**src/rtl/intersection_sequencer.sv**
```systemverilog
// Intersection sequencer: one FSM drives both the main-road and side-road
// lights, so the two roads can never show green or yellow at the same time.
// The main road rests on green. A latched side request starts a side phase,
// and that phase may have its green extended once.
// Light encoding: 0=off 1=red 2=yellow 3=green.
module intersection_sequencer #(
  parameter int TBASE = 6,  // side green base time; main minimum green is 2*TBASE
  parameter int TYEL  = 2,  // yellow time (>=1)
  parameter int TEXT  = 3,  // one-shot side green extension (>=1)
  parameter int TCLR  = 1,  // all-red clearance between phases (>=1)
  parameter int CW    = 5   // phase counter width, must hold 2*TBASE-1
) (
  input  logic       clk,
  input  logic       reset,       // asynchronous, active-low
  input  logic       sensor,
  output logic [1:0] main_light,
  output logic [1:0] side_light,
  output logic       side_req,
  output logic       phase_start
);

  typedef enum logic [2:0] {
    INIT = 3'd0,
    MG   = 3'd1,
    MY   = 3'd2,
    CR1  = 3'd3,
    SG   = 3'd4,
    SY   = 3'd5,
    CR2  = 3'd6
  } state_t;

  // Last count value of each timed state; a state lasting T exits at T-1.
  localparam logic [CW-1:0] MG_LAST   = CW'(2 * TBASE - 1);
  localparam logic [CW-1:0] BASE_LAST = CW'(TBASE - 1);
  localparam logic [CW-1:0] YEL_LAST  = CW'(TYEL - 1);
  localparam logic [CW-1:0] EXT_LAST  = CW'(TEXT - 1);
  localparam logic [CW-1:0] CLR_LAST  = CW'(TCLR - 1);

  localparam logic [1:0] L_OFF = 2'd0;
  localparam logic [1:0] L_RED = 2'd1;
  localparam logic [1:0] L_YEL = 2'd2;
  localparam logic [1:0] L_GRN = 2'd3;

  state_t        state;
  state_t        next_state;
  logic [CW-1:0] count;
  logic          ext_used;
  logic          restart;    // state entry (including SG re-entry): zero the count
  logic          ext_take;   // grant the single side green extension this edge
  logic          enter_sg;

  // Next-state decision from the registered state, phase count and request.
  always_comb begin
    // NOTE: every signal gets a default before the case so no latch is inferred.
    next_state = state;
    ext_take   = 1'b0;
    unique case (state)
      INIT: next_state = MG;
      MG:   if (count >= MG_LAST && side_req) next_state = MY;
      MY:   if (count == YEL_LAST) next_state = CR1;
      CR1:  if (count == CLR_LAST) next_state = SG;
      SG: begin
        if (!ext_used && count == BASE_LAST) begin
          if (sensor) ext_take   = 1'b1;
          else        next_state = SY;
        end else if (ext_used && count == EXT_LAST) begin
          next_state = SY;
        end
      end
      SY:   if (count == YEL_LAST) next_state = CR2;
      CR2:  if (count == CLR_LAST) next_state = MG;
      default: next_state = CR2;  // unused encoding: fall back to all-red clearance
    endcase
  end

  assign restart  = (next_state != state) || ext_take;
  assign enter_sg = (next_state == SG) && (state != SG);

  // State, phase counter, extension flag, request latch and entry pulse.
  always_ff @(posedge clk or negedge reset) begin
    if (!reset) begin
      state       <= INIT;
      count       <= '0;
      ext_used    <= 1'b0;
      side_req    <= 1'b0;
      phase_start <= 1'b0;
    end else begin
      // NOTE: non-blocking assignments so every register samples pre-edge values.
      state <= next_state;

      if (restart)                              count <= '0;
      else if (state == MG && count >= MG_LAST) count <= count;  // saturate at rest
      else                                      count <= count + CW'(1);

      if (enter_sg)      ext_used <= 1'b0;
      else if (ext_take) ext_used <= 1'b1;

      // Clearing on SG entry wins over a sensor set on the same edge.
      if (enter_sg)                     side_req <= 1'b0;
      else if (sensor && state != SG)   side_req <= 1'b1;

      phase_start <= restart;
    end
  end

  // Lights are decoded from the registered state only.
  always_comb begin
    main_light = L_RED;
    side_light = L_RED;
    unique case (state)
      INIT: begin main_light = L_OFF; side_light = L_OFF; end
      MG:   main_light = L_GRN;
      MY:   main_light = L_YEL;
      SG:   side_light = L_GRN;
      SY:   side_light = L_YEL;
      default: ;  // CR1, CR2 and unused encodings stay all-red
    endcase
  end

endmodule

```
**config.mk**
```make
export PLATFORM = sky130hd
export DESIGN_NAME = intersection_sequencer
export DESIGN_NICKNAME = d
export VERILOG_FILES = /design/src/rtl/intersection_sequencer.sv
export SDC_FILE = /design/constraint.sdc
export NUM_CORES = 1
export LEC_CHECK = 0
export CAP_MARGIN = 20
export CORE_MARGIN = 2
export CORE_UTILIZATION = 42
export DETAILED_ROUTE_END_ITERATION = 10
export RECOVER_POWER = 100
export SKIP_LAST_GASP = 1
export SLEW_MARGIN = 20
export SYNTH_ARGS = -nofsm -noshare
export SYNTH_HDL_FRONTEND = slang
export SYNTH_SLANG_ARGS = --single-unit
```
**constraint.sdc**
```tcl
create_clock -name clk -period 5.32 [get_ports clk]
set_input_delay 1.064 -clock clk [delete_from_list [all_inputs] [get_ports clk]]
set_output_delay 1.064 -clock clk [all_outputs]
set_load 0.005 [all_outputs]
```
==> results.py, run 1 <==
metrics = {
    "status": {
        "status": "completed",
    },
    "route": {
        "drt_wl_total_mm": 1.85,
        "avgRoutedWirePerCell_um": 14.7,
        "drc": 0,
        "via_per_inst": 5.63,
        "dr.pass1.iters": 4,
        "via_count": 709,
        "drt_iter0_drc": 18,
        "ant_nets": 0,
    },
    "clock_tree": {
        "clk_pin_slew_ps": 70,
        "cts_sinks": 11,
        "clk_path_buf_depth": 2,
        "post_cts_buffers": 0,
        "cts-resized-gates": 0,
        "cts_hold_buf": 0,
        "cts-root-buf": "clkbuf_4",
        "h-tree-depth": 1,
        "numCtsBuffers": 3,
        "tritoncts": "done",
        "clk_latency_ps": 270,
    },
    "power": {
        "cellLeakagePower_nw": 0.394,
        "vdd_drop_max_mv": 0.275,
        "p_per_area_nw_per_um2": 516,
    },
    "global_routing": {
        "overflow": 0,
        "grt_max_degree": 16,
        "track_usage_pct": 16.7,
        "grt_pass1_vias": 666,
        "grt_pass1_wl_mm": 2.99,
        "antenna_found_initial": 0,
    },
    "placed_design": {
        "portBuffers": 8,
        "place_area_um2": 915,
        "post-place-ws_ps": 2750,
        "dpl.hpwl_mm": 1.34,
        "gp_congestion": 0.826,
    },
    "synthesis": {
        "synth_xor_area_share_pct": 4.17,
        "synth_ff_type": "dfrtp_1",
        "ys_warn_count": 0,
        "synth.distinct_cells": 40,
        "synth.area.mux_share_pct": 4.02,
        "synth_compound_area_share_pct": 22.8,
        "synth-edff-count": 0,
        "synth_top_family_by_area": "compound AO/OA/AOI/OAI gates",
        "syn-mean-instance-area_um2": 9.04,
        "synth-simple-area-share_pct": 22.0,
        "syn_inst": 93,
        "netlist_area_um2": 841,
        "seq_area_frac_synth_pct": 32.7,
        "async_reset_ff_share_pct": 100,
        "synth_area_leaders": "dfrtp_1, ha_1, nor2_1",
        "synth_fa_ha_area_share_pct": 5.95,
        "syn_nets": 100,
        "synth_top_area_share_pct": 32.7,
        "synth_top_area_cell": "dfrtp_1",
        "synth_seq_cells": 11,
    },
    "sta": {
        "hold_violations": 0,
        "setup_viol": 0,
        "fin_tns_setup_ps": 0,
        "report.final.slew_viol_count": 0,
        "worst_slack_ps": 2410,
        "tightest_slew_ps": 520,
        "rsz0062_at_grt": "no",
        "period_share_pct": 54.8,
        "fin_crit_ps": 2910,
        "max_slew_margin_pct": 65.2,
        "fmax_mhz": 343,
        "holdWs_ps": 589,
        "fin_skew_ps": 13.8,
    },
    "floorplan": {
        "std_cell_rows": 16,
        "boundaryPins": 9,
        "die_w_um": 48.7,
        "die_h_um": 48.7,
        "core_area_um2": 1920,
        "initial_utilization_pct": 43.7,
        "dieArea_um2": 2380,
    },
    "worst_setup_path": {
        "path_common_cell": "inv_1",
        "worstSetupPathType": "reg -> out",
        "endpoint_kind": "output port",
        "cp.buffers_inverters": 3,
        "crit_slowest_cell": "dfrtp_1",
        "cp.arrival_ps": 1850,
        "cp_top_family": "buffers and inverters",
        "cp-start-kind": "flop",
        "critPathMaxFanout": 12,
        "max_stage_delay_ps": 630,
        "cp.required_ps": 4260,
        "cp_cell_sequence": "inv_1 > nand2_1 > inv_1 > dlygate4sd3_1",
    },
    "finish": {
        "nNetsFinal": 107,
        "layout-drive-gt1-share_pct": 10.1,
        "antenna_cells": 0,
        "fillers": 202,
        "final_common_cell": "dfrtp_1",
        "final_area_um2": 931,
        "final_cell_mix": "dfrtp_1, nor2_1, inv_1, dlygate4sd3_1, a21oi_1",
        "synthToLayoutAreaGrowth_pct": 10.7,
    },
    "job": {
        "cap_violations": 0,
    },
    "min_path": {
        "hold_path_class": "reg -> reg",
    },
}
[cell type report]
class	instances	area (µm²)	share of cell area (%)
Tap cell	27	33.8	3.63
Inverter	8	30.0	3.23
Sequential cell	11	275	29.6
Multi-Input combinational cell	68	485	52.2
Timing Repair Buffer	8	80.1	8.60
Clock buffer	4	26.3	2.82
[worst paths after layout]
kind	start	end	slack, ps	cells past startpoint
max reg2reg	count[0]	count[3]	3000	7
min	side_req	side_req	590	2
min reg2reg	side_req	side_req	590	2
min in group asynchronous	reset	state[0]	1190	1
max in group asynchronous	reset	count[3]	3770	1
max	state[1]	side_light[1]	2410	4
[cell usage after synthesis, types with 2 or more instances]
cell,n
dfrtp_1,11
nor2_1,10
inv_1,8
a21oi_1,6
nor3_1,5
ha_1,4
nand2_1,4
a211o_1,3
a21o_1,2
a41oi_1,2
and4bb_2,2
buf_2,2
buf_6,2
clkbuf_1,2
o211ai_1,2
o21ai_0,2
xnor2_1,2
xor2_1,2
[worst register-to-register path, cell delays in order (launching register included)]
cell	delay, ps
dfrtp_1	450
inv_1	110
ha_1	190
or4b_1	520
o21ai_0	370
a211oi_1	80
nor2_1	340
nor3_1	110
[stage by stage]
stage,std cells,utilization [%],power (mW)
6_report,126,48.4,0.480
2_1_floorplan,93,-,0.345
4_1_cts,126,49.0,0.500
3_5_place_dp,122,47.6,0.438
3_3_place_gp,122,47.6,0.438
5_1_grt,126,48.4,0.524
[sequential cells by signal, summed over array words and instances (netlist names)]
register	cells
phase_start	1
ext_used	1
state	3
side_req	1
count	5
[power breakdown]
group	internal (mW)	total [mW]	switching [mW]
registers	0.107	0.160	0.0526
clock network	0.0290	0.0603	0.0313
logic	0.129	0.260	0.131
[logic make-up after synthesis]
group | count (synthesis)
XOR/XNOR | 4
AND/OR/NAND/NOR | 32
AO/OA/AOI/OAI | 26
flip-flops | 11
multiplexers | 2
buffers and inverters | 14
adder cells (fa/ha/maj) | 4
[metal layers]
metal	GRT usage, %	wire length, µm	up-vias
li1	-	-	349
met1	21.9	898	335
met2	25.6	865	19
met3	4.63	62	6
met4	7.14	25	0
met5	0	0	-
No activity file was read; power rests on OpenSTA's default activity.
==> inputs of run 2 (changes only) <==
- clock period: 5.32 -> 2.95 ns (I/O delays scaled with it)
==> run 2 against run 1 <==
  * Worst setup slack got worse by 1900 ps
  * Count of clock-buffer cells in the layout is the same
  * Sequential cell count did not move
  * Register-to-register slack got worse by 2400 ps
  * Combinational power grew 77%
  * Critical endpoint unchanged
  * Largest power group unchanged
  * Highest routed layer unchanged
==> results.py, run 2 (synthesized netlist as in run 1, its figures left out) <==
metrics = {
    "floorplan": {
        "die_h_um": 48.7,
        "std_cell_rows": 16,
        "die_w_um": 48.7,
        "initial_utilization_pct": 43.7,
        "dieArea_um2": 2380,
        "core_area_um2": 1920,
        "boundaryPins": 9,
    },
    "sta": {
        "fin_skew_ps": 7.29,
        "rsz0062_at_grt": "no",
        "report.final.slew_viol_count": 0,
        "setup_viol": 0,
        "fmax_mhz": 406,
        "max_slew_margin_pct": 65.5,
        "tightest_slew_ps": 515,
        "hold_violations": 0,
        "fin_crit_ps": 2470,
        "period_share_pct": 83.6,
        "fin_tns_setup_ps": 0,
        "holdWs_ps": 595,
    },
    "route": {
        "dr.pass1.iters": 4,
        "ant_nets": 0,
        "drc": 0,
        "avgRoutedWirePerCell_um": 14.0,
        "via_per_inst": 5.62,
        "drt_wl_total_mm": 1.76,
        "drt_iter0_drc": 18,
        "via_count": 708,
    },
    "status": {
        "status": "completed",
    },
    "worst_setup_path": {
        "timing.reg2reg.setup_slack_ps": 570,
        "cp-start-kind": "flop",
        "regToRegEndpoint": "phase_start",
        "cp.required_ps": 2360,
        "endpoint_kind": "output port",
        "worstSetupPathType": "reg -> out",
        "critPathMaxFanout": 12,
        "crit_path_start": "state[1]",
        "ff2ff_path_depth": 6,
        "worstReg2RegStart": "count[0]",
        "cp.arrival_ps": 1880,
        "cp-endpoint": "side_light[1]",
    },
    "finish": {
        "largestRegisters": "count: 5 flops, state: 3 flops",
        "final_common_cell": "dfrtp_1",
        "final_cell_mix": "dfrtp_1, nor2_1, inv_1, a21oi_1, dlygate4sd3_1",
        "largest_reg_flops": 5,
        "final_cells": 126,
        "final_area_um2": 927,
        "nNetsFinal": 107,
        "antenna_cells": 0,
        "layout-drive-gt1-share_pct": 9.09,
        "regMostFlops": "count",
        "synthToLayoutAreaGrowth_pct": 10.3,
        "fillers": 194,
    },
    "clock_tree": {
        "cts_sinks": 11,
        "clk_path_buf_depth": 2,
        "cts_hold_buf": 0,
        "h-tree-depth": 1,
        "cts-resized-gates": 0,
        "numCtsBuffers": 3,
        "post_cts_buffers": 0,
        "cts-root-buf": "clkbuf_4",
        "clk_latency_ps": 270,
        "clk_pin_slew_ps": 80,
        "tritoncts": "done",
    },
    "job": {
        "cap_violations": 0,
    },
    "global_routing": {
        "track_usage_pct": 16.5,
        "antenna_found_initial": 0,
        "grt_pass1_vias": 662,
        "grt_pass1_wl_mm": 3.00,
        "overflow": 0,
        "grt_max_degree": 16,
    },
    "placed_design": {
        "place_area_um2": 915,
        "portBuffers": 8,
        "gp_congestion": 0.789,
        "dpl.hpwl_mm": 1.26,
        "placedCellCount": 122,
    },
    "power": {
        "p_per_area_nw_per_um2": 920,
        "vdd_drop_max_mv": 0.353,
        "finalPower_mw": 0.853,
        "cellLeakagePower_nw": 0.393,
    },
    "min_path": {
        "hold_path_class": "reg -> reg",
    },
}
[run 2: how the worst min path moves through the flow]
stage | slack, ps | startpoint | endpoint | depth (start not counted)
6_report | 600 | ext_used | ext_used | 2
2_1_floorplan | 290 | reset | count[0] | 0
3_5_place_dp | 590 | ext_used | ext_used | 2
5_1_grt | 640 | ext_used | ext_used | 2
4_1_cts | 600 | ext_used | ext_used | 2
3_3_place_gp | 580 | ext_used | ext_used | 2
[run 2: layer usage]
layer / vias up / wire length [µm] / track usage, %
li1: 352 / - / -
met1: 329 / 800 / 20.2
met2: 19 / 860 / 25.8
met3: 8 / 45 / 3.40
met4: 0 / 51 / 11.4
met5: - / 0 / 0
[run 2: worst max-delay path: stages (launching register included)]
cell,delay [ps]
dfrtp_1,640
inv_1,200
nand2_1,130
inv_1,70
dlygate4sd3_1,570
[run 2: stage by stage]
step	utilization, %	worst slack, ps
final	48.2	485
after global routing	48.2	370
after CTS	49.0	614
after detailed placement	47.6	835
after global placement	47.6	828
after floorplan	-	1000
[run 2: layout make-up]
cell class                      count  area [µm²]  area share, %
Tap cell                           27        33.8           3.64
Inverter                            8        30.0           3.24
Timing Repair Buffer                8        80.1           8.64
Sequential cell                    11         275           29.7
Clock buffer                        4        26.3           2.83
Multi-Input combinational cell     68         482           52.0
[run 2: power breakdown]
part           internal [mW]  switching, mW
sequential             0.194         0.0915
clock                 0.0524         0.0545
combinational          0.232          0.229
==> inputs of run 3 (changes only) <==
- clock period: 2.95 -> 2.5 ns (I/O delays scaled with it)
==> run 3 against run 2 <==
  * Global-route usage increased by 2.4 points
  * Critical path depth rose by 3
  * Via count rose by 5.2%
  * First-iteration DRC count up 33%
  * Sequential power rose by 18%
  * Hold slack got worse by 9.0 ps
  * Worst setup slack got worse by 270 ps
  * Register-to-register slack worse by 350 ps
  * Largest power group unchanged
  * Sequential cell count unchanged
  * Utilization rose by 0.39 points
  * Routed wire length rose by 8.4%
  * Combinational power rose by 20%
==> results.py, run 3 (synthesized netlist as in run 1, its figures left out) <==
metrics = {
    "power": {
        "cellLeakagePower_nw": 0.398,
        "p_int_mw": 0.572,
        "p_per_area_nw_per_um2": 1100,
        "vdd_drop_max_mv": 0.429,
        "finalPower_mw": 1.03,
        "seqPwrFrac_pct": 32.8,
        "switching_share_pct": 44.2,
        "p_switching_mw": 0.453,
        "pwr-share-clk_pct": 13.1,
        "pwr-share-comb_pct": 54.1,
    },
    "placed_design": {
        "gp_congestion": 0.841,
        "dpl.hpwl_mm": 1.39,
        "place_area_um2": 922,
        "portBuffers": 8,
    },
    "route": {
        "avgRoutedWirePerCell_um": 15.0,
        "drt_iter0_drc": 24,
        "dr.pass1.iters": 5,
        "drc": 0,
        "via_count": 745,
        "drt_wl_total_mm": 1.91,
        "via_per_inst": 5.87,
        "ant_nets": 0,
    },
    "clock_tree": {
        "cts-root-buf": "clkbuf_4",
        "h-tree-depth": 1,
        "clk_pin_slew_ps": 90,
        "clk_latency_ps": 290,
        "tritoncts": "done",
        "post_cts_buffers": 0,
        "cts-resized-gates": 0,
        "clk_path_buf_depth": 2,
        "cts_hold_buf": 0,
        "numCtsBuffers": 3,
        "cts_sinks": 11,
    },
    "worst_setup_path": {
        "worstSetupPathType": "reg -> reg",
        "timing.reg2reg.setup_slack_ps": 220,
        "cp.arrival_ps": 2450,
        "cp-start-kind": "flop",
        "max_stage_delay_ps": 500,
        "crit_slowest_cell": "or4b_1",
        "worstReg2RegStart": "count[0]",
        "critPathMaxFanout": 6,
        "regToRegEndpoint": "phase_start",
        "cp_cell_sequence": "inv_1 > ha_1 > or4b_1 > o21ai_0 > o221ai_1 > mux2i_4 > or2_1",
        "ff2ff_path_depth": 7,
        "cp.required_ps": 2660,
        "cp_top_family": "simple AND/OR/NAND/NOR gates",
        "cp.buffers_inverters": 1,
        "endpoint_kind": "flop",
    },
    "finish": {
        "nNetsFinal": 108,
        "final_core_util_pct": 48.6,
        "antenna_cells": 0,
        "fillers": 203,
        "final_area_um2": 935,
        "final_cell_mix": "dfrtp_1, nor2_1, inv_1, a21oi_1",
        "layout-drive-gt1-share_pct": 10.0,
        "regMostFlops": "count",
        "largest_reg_flops": 5,
        "largestRegisters": "count: 5 flops, state: 3 flops",
        "ff_latch_area_um2": 275,
        "multi_input_area_um2": 482,
        "final_common_cell": "dfrtp_1",
        "synthToLayoutAreaGrowth_pct": 11.2,
    },
    "global_routing": {
        "grt_pass1_wl_mm": 3.44,
        "grt_max_degree": 16,
        "overflow": 0,
        "antenna_found_initial": 0,
        "grt_pass1_vias": 731,
        "track_usage_pct": 18.9,
    },
    "sta": {
        "report.final.slew_viol_count": 0,
        "fin_skew_ps": 16.1,
        "setup_viol": 0,
        "fin_crit_ps": 2280,
        "holdWs_ps": 586,
        "fmax_mhz": 438,
        "rsz0062_at_grt": "no",
        "max_slew_margin_pct": 65.5,
        "tightest_slew_ps": 516,
        "hold_violations": 0,
        "fin_tns_setup_ps": 0,
        "period_share_pct": 91.3,
    },
    "job": {
        "cap_violations": 0,
    },
    "min_path": {
        "hold_path_class": "reg -> reg",
        "hold_end": "side_req",
        "holdPathStages": 2,
        "min_from": "side_req",
    },
    "floorplan": {
        "dieArea_um2": 2380,
        "std_cell_rows": 16,
        "initial_utilization_pct": 43.7,
        "die_w_um": 48.7,
        "core_area_um2": 1920,
        "die_h_um": 48.7,
        "boundaryPins": 9,
    },
    "status": {
        "status": "completed",
    },
}
==> run 3: power groups by stage <==
stage               sequential (mW)  combinational [mW]  clock, mW
floorplan                     0.270               0.464          0
global route                  0.349               0.620      0.151
CTS                           0.338               0.589      0.137
finish                        0.336               0.555      0.134
detailed placement            0.344               0.584          0
global placement              0.341               0.587          0
==> run 3: final cells by class <==
| cell class | instances | area share, % |
|---|---|---|
| Multi-Input combinational cell | 68 | 51.5 |
| Sequential cell | 11 | 29.5 |
| Timing Repair Buffer | 9 | 9.37 |
| Tap cell | 27 | 3.61 |
| Inverter | 8 | 3.21 |
| Clock buffer | 4 | 2.81 |
==> run 3: worst max-delay path by stage <==
stage / startpoint / to / depth (start not counted)
final: count[0] / phase_start / 7
after global routing: count[0] / phase_start / 7
after global placement: count[1] / count[0] / 7
after CTS: state[2] / side_light[0] / 4
after floorplan: count[0] / phase_start / 7
after detailed placement: count[0] / count[3] / 7
==> run 3: stage by stage <==
stage          instances  worst slack [ps]
2_1_floorplan         93               555
3_3_place_gp         123               428
3_5_place_dp         123               403
4_1_cts              127               245
5_1_grt              127              88.7
6_report             127               217
==> run 3: layer usage <==
metal	global-route usage (%)	wire length [µm]	part of all wire [%]
met1	24.8	845	44
met2	29.2	936	49
met4	10.0	49	2.6
met5	0	0	0
met3	3.70	74	3.9
==> run 3: tightest hold or removal path: stages (launching register included) <==
cell and delay [ps]:
dfrtp_1 410, inv_1 80, a21oi_1 60
